$ cat config.mk
export PLATFORM = sky130hd
export DESIGN_NAME = data_ram_arbiter
export DESIGN_NICKNAME = d
export VERILOG_FILES = /design/src/rtl/data_ram_arbiter.sv
export SDC_FILE = /design/constraint.sdc
export NUM_CORES = 1
export LEC_CHECK = 0
export ABC_AREA = 1
export BUFFER_PORTS_ARGS = -buffer_cell sky130_fd_sc_hd__buf_2
export CAP_MARGIN = 30
export CELL_PAD_IN_SITES_DETAIL_PLACEMENT = 1
export CELL_PAD_IN_SITES_GLOBAL_PLACEMENT = 2
export CORE_MARGIN = 2
export CORE_UTILIZATION = 10
export CTS_BUF_LIST = sky130_fd_sc_hd__clkbuf_8
export DETAILED_ROUTE_END_ITERATION = 16
export PLACE_DENSITY = 0.93
export SLEW_MARGIN = 0
export SYNTH_ARGS = -nofsm -noshare
export SYNTH_HDL_FRONTEND = slang
export SYNTH_SLANG_ARGS = --single-unit
$ cat constraint.sdc
create_clock -name clk -period 1.67 [get_ports clk]
set_input_delay 0.334 -clock clk [delete_from_list [all_inputs] [get_ports clk]]
set_output_delay 0.334 -clock clk [all_outputs]
set_load 0.02 [all_outputs]
$ cat src/rtl/data_ram_arbiter.sv
// Two-master arbiter in front of a single-port data RAM. Grants are zero-wait and combinational;
// a burst counter bounds how long one master may hold the RAM while the other is waiting.
module data_ram_arbiter #(
    parameter int unsigned MAX_BURST = 4,
    parameter int unsigned CNT_W     = 4
) (
    input  logic        clk,
    input  logic        rst,

    input  logic        m0_req,
    input  logic        m0_we,
    input  logic [3:0]  m0_sel,
    input  logic [31:0] m0_addr,
    input  logic [31:0] m0_wdata,
    output logic        m0_ack,
    output logic [31:0] m0_rdata,

    input  logic        m1_req,
    input  logic        m1_we,
    input  logic [3:0]  m1_sel,
    input  logic [31:0] m1_addr,
    input  logic [31:0] m1_wdata,
    output logic        m1_ack,
    output logic [31:0] m1_rdata,

    output logic        ram_ce,
    output logic        ram_we,
    output logic [3:0]  ram_sel,
    output logic [31:0] ram_addr,
    output logic [31:0] ram_wdata,
    input  logic [31:0] ram_rdata
);

    typedef enum logic [1:0] {
        OWN_IDLE = 2'd0,
        OWN_M0   = 2'd1,
        OWN_M1   = 2'd2
    } owner_t;

    localparam logic [CNT_W-1:0] MAX_CNT = CNT_W'(MAX_BURST);
    localparam logic [CNT_W-1:0] ONE_CNT = CNT_W'(1);

    owner_t           owner_q, owner_d;
    logic [CNT_W-1:0] burst_cnt_q, burst_cnt_d;
    logic             gnt0, gnt1;
    logic             burst_done;
    owner_t           granted;

    assign burst_done = (burst_cnt_q >= MAX_CNT);

    // rst gates the grants directly so ack and ram_ce drop without waiting for a clock edge.
    always_comb begin
        gnt0 = 1'b0;
        gnt1 = 1'b0;
        if (!rst) begin
            if (m0_req && !m1_req) begin
                gnt0 = 1'b1;
            end else if (m1_req && !m0_req) begin
                gnt1 = 1'b1;
            end else if (m0_req && m1_req) begin
                case (owner_q)
                    OWN_M0: begin
                        gnt0 = !burst_done;
                        gnt1 = burst_done;
                    end
                    OWN_M1: begin
                        gnt1 = !burst_done;
                        gnt0 = burst_done;
                    end
                    default: gnt0 = 1'b1;
                endcase
            end
        end
    end

    always_comb begin
        owner_d     = owner_q;
        burst_cnt_d = burst_cnt_q;
        granted     = gnt0 ? OWN_M0 : OWN_M1;
        if (!gnt0 && !gnt1) begin
            owner_d     = OWN_IDLE;
            burst_cnt_d = '0;
        end else if (granted != owner_q) begin
            owner_d     = granted;
            burst_cnt_d = ONE_CNT;
        end else if (burst_cnt_q < MAX_CNT) begin
            burst_cnt_d = burst_cnt_q + ONE_CNT;
        end
    end

    always_ff @(posedge clk or posedge rst) begin
        if (rst) begin
            owner_q     <= OWN_IDLE;
            burst_cnt_q <= '0;
        end else begin
            owner_q     <= owner_d;
            burst_cnt_q <= burst_cnt_d;
        end
    end

    always_comb begin
        ram_ce    = gnt0 | gnt1;
        ram_we    = 1'b0;
        ram_sel   = 4'b0000;
        ram_addr  = 32'h0;
        ram_wdata = 32'h0;
        if (gnt0) begin
            ram_we    = m0_we;
            ram_sel   = m0_sel;
            ram_addr  = m0_addr;
            ram_wdata = m0_wdata;
        end else if (gnt1) begin
            ram_we    = m1_we;
            ram_sel   = m1_sel;
            ram_addr  = m1_addr;
            ram_wdata = m1_wdata;
        end
    end

    assign m0_ack   = gnt0;
    assign m1_ack   = gnt1;
    assign m0_rdata = (gnt0 && !m0_we) ? ram_rdata : 32'h0;
    assign m1_rdata = (gnt1 && !m1_we) ? ram_rdata : 32'h0;

endmodule

==> flow_summary.json <==
{
  "status": "finished with violations",
  "violations": "negative setup slack",
  "antenna_cells": 0,
  "clockBufferDepth": 2,
  "fill_cells": 2102,
  "synth_most_common_cell": "nand2_1",
  "synth_compound_gate_area_share_pct": 0.2732,
  "yosys_warnings": 0,
  "end_kind": "output port",
  "grt_pass1_vias": 4338,
  "grt_usage_pct": 15.83,
  "dp_hpwl_mm": 10.43,
  "post-place-ws_ns": -0.4630,
  "postSynth.asyncResetShare_pct": 100.0,
  "synthMuxAreaShare_pct": 0.5464,
  "synth-xor-area-share_pct": 0.4781,
  "cts.clk_slew.worst_paths_ns": 0.04,
  "die_x_um": 139.3,
  "worst-r2r-setup-slack_ns": -0.20,
  "syn_nets": 560,
  "start_kind": "register",
  "clock_sinks": 6,
  "fin_crit_sh_pct": 136.1,
  "num_io_pins": 310,
  "worstSetupPathType": "register to output port",
  "ys_types": 19,
  "core-area_um2": 17960,
  "overflow": 0,
  "crit_required_ns": 1.34,
  "io_buffers": 309,
  "cts_root_buf": "clkbuf_8",
  "ant_nets": 0,
  "synth-simple-area-share_pct": 67.49,
  "rows": 49,
  "hold_path_class": "input port to asynchronous set/reset pin",
  "firstDrtPassIters": 4,
  "drcViolationCount": 0,
  "drive_above_1_share_pct": 82.92,
  "synth_edf_count": 0,
  "setup.worst_path.end": "ram_wdata[4]",
  "grt_pass1_wl_mm": 24.38,
  "r2r_end": "burst_cnt_q[0]$_DFFE_PP0P_",
  "synth_seq_cells": 6,
  "routed_wl_mm": 17.17,
  "setup.worst_path.start": "owner_q[1]$_DFFE_PP0P_",
  "synth_area_per_cell_um2": 4.783,
  "tightest_slew_ns": 0.4374,
  "p_per_area_nw_per_um2": 313.0,
  "finalClockSkew_ns": 0.004606,
  "antenna_found_initial": 0,
  "ir_drop_v": 0.0001337,
  "synthToLayoutAreaGrowth_pct": 262.4,
  "vias_per_cell": 4.102,
  "whs_ns": 0.1670,
  "syn_area_um2": 1832,
  "synth_cells": 383,
  "yosysSeqAreaShare_pct": 8.197,
  "reg2reg_depth": 12,
  "synth_area_leaders": "nand2_1 (31%), nand3_1 (20%), nor2_1 (15%), dfrtp_1 (8.2%), inv_1 (8.2%)",
  "start_util_pct": 10.20,
  "die_h_um": 139.3,
  "fin_ws_ns": -0.6022,
  "final_max_slew_viol_count": 0,
  "yosys.area_share.adder_pct": 2.049,
  "maxCapViolations": 0,
  "synth_top_family_by_area": "simple AND/OR/NAND/NOR gates",
  "fmax_ghz": 0.4401,
  "gp_congestion": 0.7453,
  "synth_common_cells": "nand2_1 (149), nand3_1 (72), nor2_1 (71)",
  "setup_viol": 140,
  "cp_max_fo": 6,
  "p_leak_nw": 3.386,
  "rsz0062_at_grt": "true",
  "htree_levels": 1,
  "cts_tree": "done",
  "clk_latency_ns": 0.22,
  "min_period_ns": 2.272,
  "cp.arrival_ns": 1.94,
  "finalSetupTns_ns": -72.81,
  "r2r-start": "owner_q[1]$_DFFE_PP0P_",
  "numCtsBuffers": 3,
  "synth_largest_type_area_fraction_pct": 30.53,
  "nets": 905,
  "wl_per_cell_um": 17.98,
  "synthFlopType": "dfrtp_1",
  "die-area_um2": 19420,
  "slew_headroom_pct": 70.73,
  "vias": 3917,
  "drt-initial-drc-count": 57,
  "grt_max_degree": 40,
  "hold_violations": 0,
  "yosysTopAreaCell": "nand2_1"
}
power breakdown:
part | leakage, nW | switching [mW] | internal (mW) | total [mW]
clock | 0.0216 | 0.0550 | 0.154 | 0.209
combinational | 3.29 | 0.884 | 0.827 | 1.71
sequential | 0.0795 | 0.00519 | 0.152 | 0.157
cells by family after synthesis:
logic type	Yosys count
xor gates and xnor gates	1
adders and majority gates	3
muxes	1
and+or+nand+nor	298
AOI/OAI and AO/OA	1
buffers and inverters	73
DFF	6
state kept, by name (all words and copies together), names as in the netlist:
register     flops
owner_q          2
burst_cnt_q      4
final cells by class:
cell class              instances  area [um2]  area share [%]
repair buffers                369        3493           52.63
multi-input cells             304        2455           36.98
repair inverters                1       20.02          0.3016
flip-flops and latches          6       151.4           2.281
inverters                      43       190.2           2.865
clock buffers                   3       41.29          0.6221
well taps                     229       286.5           4.317
metrics by stage:
| stage | instances | util, % | power (mW) | area (um2) |
|---|---|---|---|---|
| after floorplan | 383 | - | 0.7477 | 2367 |
| after global placement | 915 | 23.62 | 1.192 | 4243 |
| after detailed placement | 915 | 23.62 | 1.208 | 4243 |
| after CTS | 944 | 34.14 | 1.944 | 6133 |
| after global routing | 955 | 36.95 | 2.193 | 6638 |
| final | 955 | 36.95 | 2.078 | 6638 |
cell usage in the layout (no fill, tap or decap), drive strengths merged:
cell    count
a21oi       1
buf       362
clkbuf     10
clkinv      1
dfrtp       6
ha          3
inv        43
mux2i       1
nand2     150
nand3      74
nor2       72
or2         2
xnor2       1
worst max-delay path, stage by stage (launching register included):
cell and delay (ns):
dfrtp_2 0.43, ha_4 0.26, nor2_4 0.11, nand3_4 0.11, nand2_8 0.11, buf_12 0.16
clkinv_16 0.08, clkbuf_16 0.17, nand2_1 0.07, nand2_2 0.07, buf_6 0.13
worst min path at each step:
stage | end | cells past startpoint | from
2_1_floorplan | burst_cnt_q[0]$_DFFE_PP0P_ | 1 | rst
3_3_place_gp | burst_cnt_q[3]$_DFFE_PP0P_ | 3 | rst
3_5_place_dp | burst_cnt_q[2]$_DFFE_PP0P_ | 3 | rst
4_1_cts | burst_cnt_q[2]$_DFFE_PP0P_ | 3 | rst
5_1_grt | burst_cnt_q[2]$_DFFE_PP0P_ | 3 | rst
6_report | burst_cnt_q[2]$_DFFE_PP0P_ | 3 | rst
metal layers:
metal  GRT usage (%)  share of wire, %  up-vias
met1           17.69                37     1817
met4           3.402               1.8        0
li1                -                 -     1856
met2           30.73                54      221
met5               0                 0        -
met3           3.097               7.0       23
repair_timing:
action | 4_1_cts | 5_1_grt
setup buffers | 12 | 5
pin swaps | 46 | 38
endpoints found under the setup margin | 140 | 140
gates resized for setup | 395 | 73
hold buffers | 0 | 0
cloned | 14 | 8
No activity file was read; power rests on OpenSTA's default activity.
